[src/rtl/down_timer.sv]
// down_timer: loadable down-counter with prescaler, hold/resume and optional
// auto-reload. Emits a registered one-cycle done pulse at terminal count.
//
// Control inputs are level-sampled every rising edge; there is no handshake.
// Priority on each edge is reset > load > stop > start > counting. A stop
// that is asserted alongside start always keeps the counter from running.
module down_timer #(
   parameter int WIDTH    = 4,
   parameter int PRESCALE = 1
) (
   input  logic             clock,
   input  logic             reset,
   input  logic             load,
   input  logic [WIDTH-1:0] in,
   input  logic             start,
   input  logic             stop,
   input  logic             auto_reload,
   output logic [WIDTH-1:0] out,
   output logic             busy,
   output logic             done,
   output logic             zero,
   output logic [1:0]       state_dbg
);

   // Prescaler width is clog2(PRESCALE) but never narrower than one bit.
   localparam int PW = (PRESCALE > 1) ? $clog2(PRESCALE) : 1;
   localparam logic [PW-1:0] PS_LAST = PW'(PRESCALE - 1);

   typedef enum logic [1:0] {
      IDLE = 2'd0,
      RUN  = 2'd1,
      HOLD = 2'd2
   } state_t;

   state_t           state, state_n;
   logic [WIDTH-1:0] count, count_n;
   logic [WIDTH-1:0] reload_val, reload_n;
   logic [PW-1:0]    prescaler, prescaler_n;
   logic             done_n;
   logic             tick;

   // A tick is the last prescaler cycle of a decrement period.
   assign tick = (prescaler == PS_LAST);

   // State register: all timer state updates here, cleared by reset.
   always_ff @(posedge clock) begin
      if (reset) begin
         state      <= IDLE;
         count      <= '0;
         reload_val <= '0;
         prescaler  <= '0;
         done       <= 1'b0;
      end else begin
         state      <= state_n;
         count      <= count_n;
         reload_val <= reload_n;
         prescaler  <= prescaler_n;
         done       <= done_n;
      end
   end

   // Next-state logic: load overrides everything, then per-state behaviour.
   always_comb begin
      state_n     = state;
      count_n     = count;
      reload_n    = reload_val;
      prescaler_n = prescaler;
      done_n      = 1'b0;
      if (load) begin
         // Load aborts any run silently; a fresh start is needed afterwards.
         count_n     = in;
         reload_n    = in;
         prescaler_n = '0;
         state_n     = IDLE;
      end else begin
         case (state)
            IDLE: begin
               // Starting from zero would underflow, so it is refused.
               if (!stop && start && (count != '0)) begin
                  state_n     = RUN;
                  prescaler_n = '0;
               end
            end
            HOLD: begin
               // Resume mid-period: the prescaler keeps its frozen value.
               if (!stop && start) begin
                  state_n = RUN;
               end
            end
            RUN: begin
               if (stop) begin
                  state_n = HOLD;
               end else if (tick) begin
                  prescaler_n = '0;
                  if (count > WIDTH'(1)) begin
                     count_n = count - WIDTH'(1);
                  end else if (auto_reload) begin
                     count_n = reload_val;
                     done_n  = 1'b1;
                  end else begin
                     count_n = '0;
                     state_n = IDLE;
                     done_n  = 1'b1;
                  end
               end else begin
                  prescaler_n = prescaler + PW'(1);
               end
            end
            default: begin
               state_n = IDLE;
            end
         endcase
      end
   end

   assign out       = count;
   assign busy      = (state == RUN);
   assign zero      = (count == '0);
   assign state_dbg = state;

endmodule

[config.mk]
export PLATFORM = sky130hd
export DESIGN_NAME = down_timer
export DESIGN_NICKNAME = d
export VERILOG_FILES = /design/src/rtl/down_timer.sv
export SDC_FILE = /design/constraint.sdc
export NUM_CORES = 1
export LEC_CHECK = 0
export CAP_MARGIN = 20
export CORE_MARGIN = 10
export CORE_UTILIZATION = 42
export CTS_BUF_LIST = sky130_fd_sc_hd__clkbuf_2
export DETAILED_ROUTE_END_ITERATION = 8
export PLACE_DENSITY = 0.85
export SLEW_MARGIN = 10
export SYNTH_ARGS = -nofsm -noshare
export SYNTH_HDL_FRONTEND = slang
export SYNTH_SLANG_ARGS = --single-unit
[constraint.sdc]
create_clock -name clock -period 1.4 [get_ports clock]
set_input_delay 0.28 -clock clock [delete_from_list [all_inputs] [get_ports clock]]
set_output_delay 0.28 -clock clock [all_outputs]
set_load 0.02 [all_outputs]
==> results.md, run 1 <==
- Outcome: finished, violations left
- Failing checks: setup timing
- VDD IR-drop max: 0.000498 V
- Worst hold slack: ~0.53 ns
- Buffer type at the clock tree root: sky130_fd_sc_hd__clkbuf_2
- Syn Inst Count: a little over 70
- Average size of a mapped cell: 8.64 um2
- Full die area: 3390 um2
- Most instantiated flip-flop cell in the synthesis netlist: sky130_fd_sc_hd__dfxtp_1
- Max-Cap Viols: 0
- Seq/Total Area, Yosys: 35.9%
- Area Overhead vs Synth: 60.6%
- Area of the core: about 1300 um2
- Estimated wirelength of the detail-placed design: 1420 um
- Worst setup skew after layout: ~0.0054 ns
- Dpl ws: -0.172 ns
- Relative max-transition margin: between 70% and 80%
- CP required: 1.60 ns
- Wire length of the first global-routing pass: 2950 um
- Filler cells: 116
- Number of search-and-repair iterations in the first detailed-routing pass: 4
- Startpoint Class: register
- WS Path Type: register to register
- Antenna diode count: 0
- Chip width: ~58 um
- Antenna-violating nets left: 0
- Gr usage total: 11.1%
- Cell area after technology mapping: around 610 um2
- Async set-or-reset flop fraction in the synthesized netlist: 0%
- Unrepaired setup endpoints after global routing: yes
- Starting utilization of the core area: 46.0%
- Routed Wire Length: ~2000 um
- Placer congestion estimate: ~0.90
- Global route overflow: 0
- Die H: about 58 um
- Largest fanout of any net on the critical path: 4
- Vias in the first global route: just under 700
- Post-synth EDFFs: 0
- Final hold violations: 0
- Clock tree sinks: 11
- Leakage power of the design: 0.430 nW
- Post-synthesis register bit count: 11
- Power per cell area: roughly 780 nW/um2
- Maximum level of the CTS H-tree: 1
- Crit share post-route: 102%
- Largest net degree at the start of global routing: 11
- Number of endpoints failing setup at the final stage: 1
- Number of antenna violations at the first check in global routing: 0
- # rows: 13
- Slew at the pin with the worst max-slew slack: about 0.35 ns
- Synth Warn #: 0
- Setup TNS after final layout: -0.0332 ns
- Top-level port count: 19
- Final critical-path required period: 1.43 ns
- Fraction of final layout cells sized beyond drive strength 1: roughly 46%
- Final-report max-slew violation count: 0
- Hold-fix buffers, CTS: 0
- Minimum setup slack in the final design: -0.0332 ns
- Post-route DRC violation count: 0
- Distinct cell type count of the synthesized netlist: 27
- Net count of the finished layout: ~120
- Count of port buffers added during placement: 18
- Kind of end point of the critical path: register
- Clock latency reported for the late side of the worst-skew pair: 0.27 ns
- DRC violation total after the first TritonRoute iteration: 14
- Routed wire per std cell: roughly 16 um
- Worst hold path type: register to register
- Buffer levels on the longest clock path: 2
- Avg Vias per Cell: around 5.3
- TritonCTS Buffers: 3
- Clock Pin Slew Worst Setup and Hold Paths: ~0.12 ns
- Critical path arrival: 1.63 ns
- Overall Power: a little under 0.8 mW
- Post-Syn Nets: 84
- TritonCTS clock tree: yes
- Vias after detailed routing: 650
- Highest attainable clock frequency: between 600 and 700 MHz
[report_power, final]
part           internal [mW]  total [mW]  switching (mW)
sequential             0.329       0.338         0.00943
clock                 0.0646       0.181           0.117
combinational          0.130       0.251           0.121
total                  0.524       0.771           0.247
[worst paths after layout]
path / cells after the start / end / start / slack, ns
setup / recovery: 6 / out[0] / out[1] / -0.03
hold / removal: 2 / reload_val[2] / reload_val[2] / 0.53
setup reg to reg: 6 / out[0] / out[1] / -0.03
hold reg to reg: 2 / reload_val[2] / reload_val[2] / 0.53
[registers in the layout, summed over array words and instances, names as in the netlist]
signal,cells
reload_val,4
state_dbg,2
out,4
done,1
[through the flow]
stage	instances	util, %	instance area, um2
3_3_place_gp	117	69.1	922
4_1_cts	121	71.8	957
6_report	122	73.8	985
2_1_floorplan	71	-	616
3_5_place_dp	117	69.1	922
5_1_grt	122	73.8	985
[Yosys cell counts, types with 2 or more instances]
cell | n | area [um2]
sky130_fd_sc_hd__dfxtp_1 | 11 | 220
sky130_fd_sc_hd__nor2_1 | 9 | 33.8
sky130_fd_sc_hd__a21oi_1 | 5 | 25.0
sky130_fd_sc_hd__inv_1 | 5 | 18.8
sky130_fd_sc_hd__mux2i_1 | 5 | 50.1
sky130_fd_sc_hd__a22oi_1 | 3 | 22.5
sky130_fd_sc_hd__ha_1 | 3 | 37.5
sky130_fd_sc_hd__nand2_1 | 3 | 11.3
sky130_fd_sc_hd__nor3_1 | 3 | 15.0
sky130_fd_sc_hd__o21ai_0 | 3 | 15.0
sky130_fd_sc_hd__clkbuf_1 | 2 | 7.51
sky130_fd_sc_hd__mux2_2 | 2 | 22.5
sky130_fd_sc_hd__nor3b_1 | 2 | 15.0
sky130_fd_sc_hd__o22ai_1 | 2 | 12.5
[layout by cell type (no fill, tap or decap), drive strengths merged]
cell	n
o22ai	2
a21oi	5
mux2	2
ha	3
nor2b	2
dfxtp	11
dlygate4sd2	2
buf	18
clkbuf	9
o21ai	4
nand2	4
a211oi	1
inv	5
or3	2
clkdlybuf4s50	9
a22oi	3
nor2	9
o21a	1
a221oi	1
a311oi	1
nor3b	3
nor3	3
mux2i	5
clkinv	1
o31ai	1
[timing repair]
action                                  in CTS  in global routing
gates resized for setup                     19                 24
pin swaps                                    3                  1
setup buffers                                0                  1
endpoints found under the setup margin      14                 12
[cells by family after synthesis]
family	synth area share, %
mux	11.8
compound gates	19.6
buf+inv	5.10
flops	35.9
simple gates	21.4
fa+ha+maj	6.12
[final cells by class]
class | count | area, um2 | share of cell area [%]
Multi-Input combinational cell | 52 | 424 | 43.1
Timing Repair Buffer | 35 | 280 | 28.5
Inverter | 5 | 18.8 | 1.91
Clock inverter | 1 | 5.00 | 0.508
Sequential cell | 11 | 223 | 22.6
Tap cell | 15 | 18.8 | 1.91
Clock buffer | 3 | 15.0 | 1.52
[metal layers]
metal | global-route usage [%] | routed length (um) | up-vias
li1 | - | - | 326
met3 | 6.75 | 133 | 2
met1 | 10.1 | 763 | 304
met5 | 0 | 0 | -
met2 | 19.0 | 1040 | 18
met4 | 5.70 | 18 | 0
[critical path, stage by stage, from the launching register on]
cell                      delay (ns)
sky130_fd_sc_hd__dfxtp_2        0.35
sky130_fd_sc_hd__inv_2          0.04
sky130_fd_sc_hd__buf_6          0.12
sky130_fd_sc_hd__ha_4           0.16
sky130_fd_sc_hd__o21a_4         0.22
sky130_fd_sc_hd__mux2_2         0.29
sky130_fd_sc_hd__o22ai_2        0.17
Note: power is estimated with default switching activity, not from simulation.
==> run 2: changes to the inputs <==
Settings changed: ABC_CLOCK_PERIOD_IN_PS set to 1400, CORE_MARGIN 10 to not set.
==> run 2 against run 1 <==
Net effect:
- the flow still finishes with violations (setup timing)
- flip-flop and latch count stayed put
- non-clock buffer count is 4 higher
- combinational power is 9.6% higher
- first-iteration DRC count is 21% higher
- critical path type unchanged
- critical endpoint unchanged
- largest power group unchanged
==> results.md, run 2 (same netlist as run 1, synthesis figures left out) <==
- Final-report max-slew violation count: 0 (unchanged)
- Slowest library cell on the worst path: sky130_fd_sc_hd__dfxtp_2
- Vias in the first global route: 660 (-4.2%)
- Storage element area: 223 um2 (unchanged)
- Post-route DRC violation count: 0 (unchanged)
- Avg Vias per Cell: 5.56 (+4.4%)
- Full die area: 1620 um2 (-52%)
- CP required: 1.60 ns (about the same)
- Net count of the finished layout: 125 (+3.3%)
- TritonCTS Buffers: 3 (unchanged)
- CP max stage delay: 0.36 ns (about the same)
- TritonCTS clock tree: yes
- Clock network fraction of total power: 23.6% (about the same)
- Reg2Reg Capture Point: out[0]
- Buffer and inverter count on the worst path: 2 (unchanged)
- Fraction of final layout cells sized beyond drive strength 1: 41.4% (-4.4 points)
- Final hold violations: 0 (unchanged)
- Multi-input combinational cell area: 422 um2 (-0.59%)
- Dpl ws: -0.180 ns (-0.00806 ns)
- Outcome: finished, violations left
- Startpoint Class: register
- Placer congestion estimate: 0.795 (-12%)
- Global route overflow: 0 (unchanged)
- Overall Power: 0.803 mW (+4.2%)
- DRC violation total after the first TritonRoute iteration: 17 (+3)
- Clock Pin Slew Worst Setup and Hold Paths: 0.13 ns (about the same)
- Largest fanout of any net on the critical path: 4 (unchanged)
- Cell family with the largest share of critical-path delay: compound AO/OA/AOI/OAI gates
- Slew at the pin with the worst max-slew slack: 0.317 ns (-0.0322 ns)
- WS Path Type: register to register
- Endpoint with the worst hold slack: reload_val[1]
- Worst min-delay path startpoint: reload_val[1]
- Gr usage total: 25.8% (+15 points)
- Most common library cell in the layout ignoring fill and taps: sky130_fd_sc_hd__buf_4
- Estimated wirelength of the detail-placed design: 1300 um (-8.2%)
- Cell-by-cell listing of the critical path: inv_2 > buf_6 > ha_4 > o21a_4 > mux2_4 > o22ai_2
- Largest net degree at the start of global routing: 11 (unchanged)
- Vias after detailed routing: 701 (+7.8%)
- Top-level port count: 19 (unchanged)
- Clock latency reported for the late side of the worst-skew pair: 0.27 ns (about the same)
- Maximum level of the CTS H-tree: 1 (unchanged)
- Internal power summed over all cells: 0.552 mW (+5.4%)
- Switching share of power: 31.2% (-0.80 points)
- Worst reg-to-reg path cell count: 6 (unchanged)
- Commonest cells after routing, fill and taps aside: sky130_fd_sc_hd__buf_4 (17), sky130_fd_sc_hd__nor2_1 (9), sky130_fd_sc_hd__dfxtp_1 (9), sky130_fd_sc_hd__clkdlybuf4s50_1 (9), sky130_fd_sc_hd__clkbuf_2 (6)
- Failing checks: setup timing
- Reg-to-reg critical path startpoint: out[1]
- Area Overhead vs Synth: 70.0%
- Minimum setup slack in the final design: -0.0438 ns (-0.0106 ns)
- Leakage power of the design: 0.463 nW (+7.5%)
- Kind of end point of the critical path: register
- Buffer levels on the longest clock path: 2 (unchanged)
- Setup TNS after final layout: -0.0755 ns (-0.0423 ns)
- Die H: 40.2 um (-31%)
- Critical path arrival: 1.64 ns (about the same)
- Highest attainable clock frequency: 693 MHz (-0.74%)
- Number of antenna violations at the first check in global routing: 0 (unchanged)
- Antenna-violating nets left: 0 (unchanged)
- Routed wire per std cell: 16.2 um (+0.84%)
- Routed Wire Length: 2040 um (+4.1%)
- Area of the core: 1330 um2 (unchanged)
- Slack of the worst reg-to-reg path: -0.04 ns (about the same)
- Buffer type at the clock tree root: sky130_fd_sc_hd__clkbuf_2
- Unrepaired setup endpoints after global routing: yes
- Worst hold path type: register to register
- VDD IR-drop max: 0.000686 V (+38%)
- Final critical-path required period: 1.44 ns (+0.0106 ns)
- Clock tree sinks: 11 (unchanged)
- Antenna diode count: 0 (unchanged)
- Crit share post-route: 103% (+0.76 points)
- Worst setup skew after layout: 0.0157 ns (+0.0103 ns)
- Wire length of the first global-routing pass: 2620 um (-11%)
- Hold Path Cell Cnt: 2 (unchanged)
- Filler cells: 92 (-21%)
- Chip width: 40.2 um (-31%)
- Number of endpoints failing setup at the final stage: 3 (+2)
- Relative max-transition margin: 78.8% (+2.1 points)
- Power per cell area: 770 nW/um2 (-1.6%)
- # rows: 13 (unchanged)
- Max-Cap Viols: 0 (unchanged)
- Count of port buffers added during placement: 18 (unchanged)
- Combinational fraction of design power: 34.3% (+1.7 points)
- Sw Pwr: 0.251 mW (+1.6%)
- Power share of the sequential group: 42.1% (-1.8 points)
- Starting utilization of the core area: 46.0% (unchanged)
- Number of search-and-repair iterations in the first detailed-routing pass: 4 (unchanged)
[run 2: cell types whose count changed in the layout (fill, tap and decap cells not counted), sizes merged]
cell	change
dlygate4sd2	+1
clkdlybuf4s15	+3
clkinv	-1
clkbuf	-3
buf	+4
[run 2: worst max path at each step]
stage	start	endpoint	depth (start not counted)
after global routing	out[1]	out[0]	6
after floorplan	out[0]	out[0]	5
after CTS	out[1]	out[0]	6
final	out[1]	out[0]	6
after global placement	stop	out[2]	5
after detailed placement	stop	out[0]	5
[run 2: per-layer routing]
layer  global-route usage, %  vias to the layer above  part of all wire, %
met2                    46.0                       31                   53
met3                    6.11                       10                  4.1
met5                       0                        -                    0
met1                    23.7                      325                   39
li1                        -                      335                    -
met4                    24.2                        0                  3.9
[run 2: repair_timing]
action / CTS / global route
endpoints found under the setup margin: 14 / 11
pin swaps: 3 / 4
resized for setup: 24 / 15
hold buffers: 0 / 0
setup buffers: 1 / 1
hold endpoints to repair: 0 / 0
[run 2: worst min-delay path, cell delays in order (launching register included)]
cell and delay (ns):
sky130_fd_sc_hd__dfxtp_1 0.35, sky130_fd_sc_hd__mux2i_1 0.07, sky130_fd_sc_hd__nor2_1 0.07
[run 2: area by class of cell]
| class | instances | share of cell area, % |
|---|---|---|
| multi-input combinational | 52 | 40.5 |
| timing repair buffer | 39 | 32.7 |
| sequential | 11 | 21.4 |
| clock buffer | 4 | 1.92 |
| inverter | 5 | 1.80 |
| tap | 15 | 1.80 |
[run 2: per-stage QoR]
stage / util, % / std cells / cell area [um2] / hold slack, ns
3_5_place_dp: 70.8 / 120 / 945 / 0.493
3_3_place_gp: 70.8 / 120 / 945 / 0.483
6_report: 78.1 / 126 / 1040 / 0.514
2_1_floorplan: - / 71 / 616 / 0.427
5_1_grt: 78.1 / 126 / 1040 / 0.538
4_1_cts: 75.8 / 125 / 1010 / 0.526
[run 2: power groups by stage]
| stage | clock, mW | combinational, mW | sequential (mW) |
|---|---|---|---|
| CTS | 0.190 | 0.247 | 0.337 |
| detailed placement | 0 | 0.230 | 0.344 |
| floorplan | 0 | 0.0949 | 0.358 |
| global placement | 0 | 0.222 | 0.343 |
| finish | 0.189 | 0.275 | 0.338 |
| global route | 0.208 | 0.291 | 0.340 |
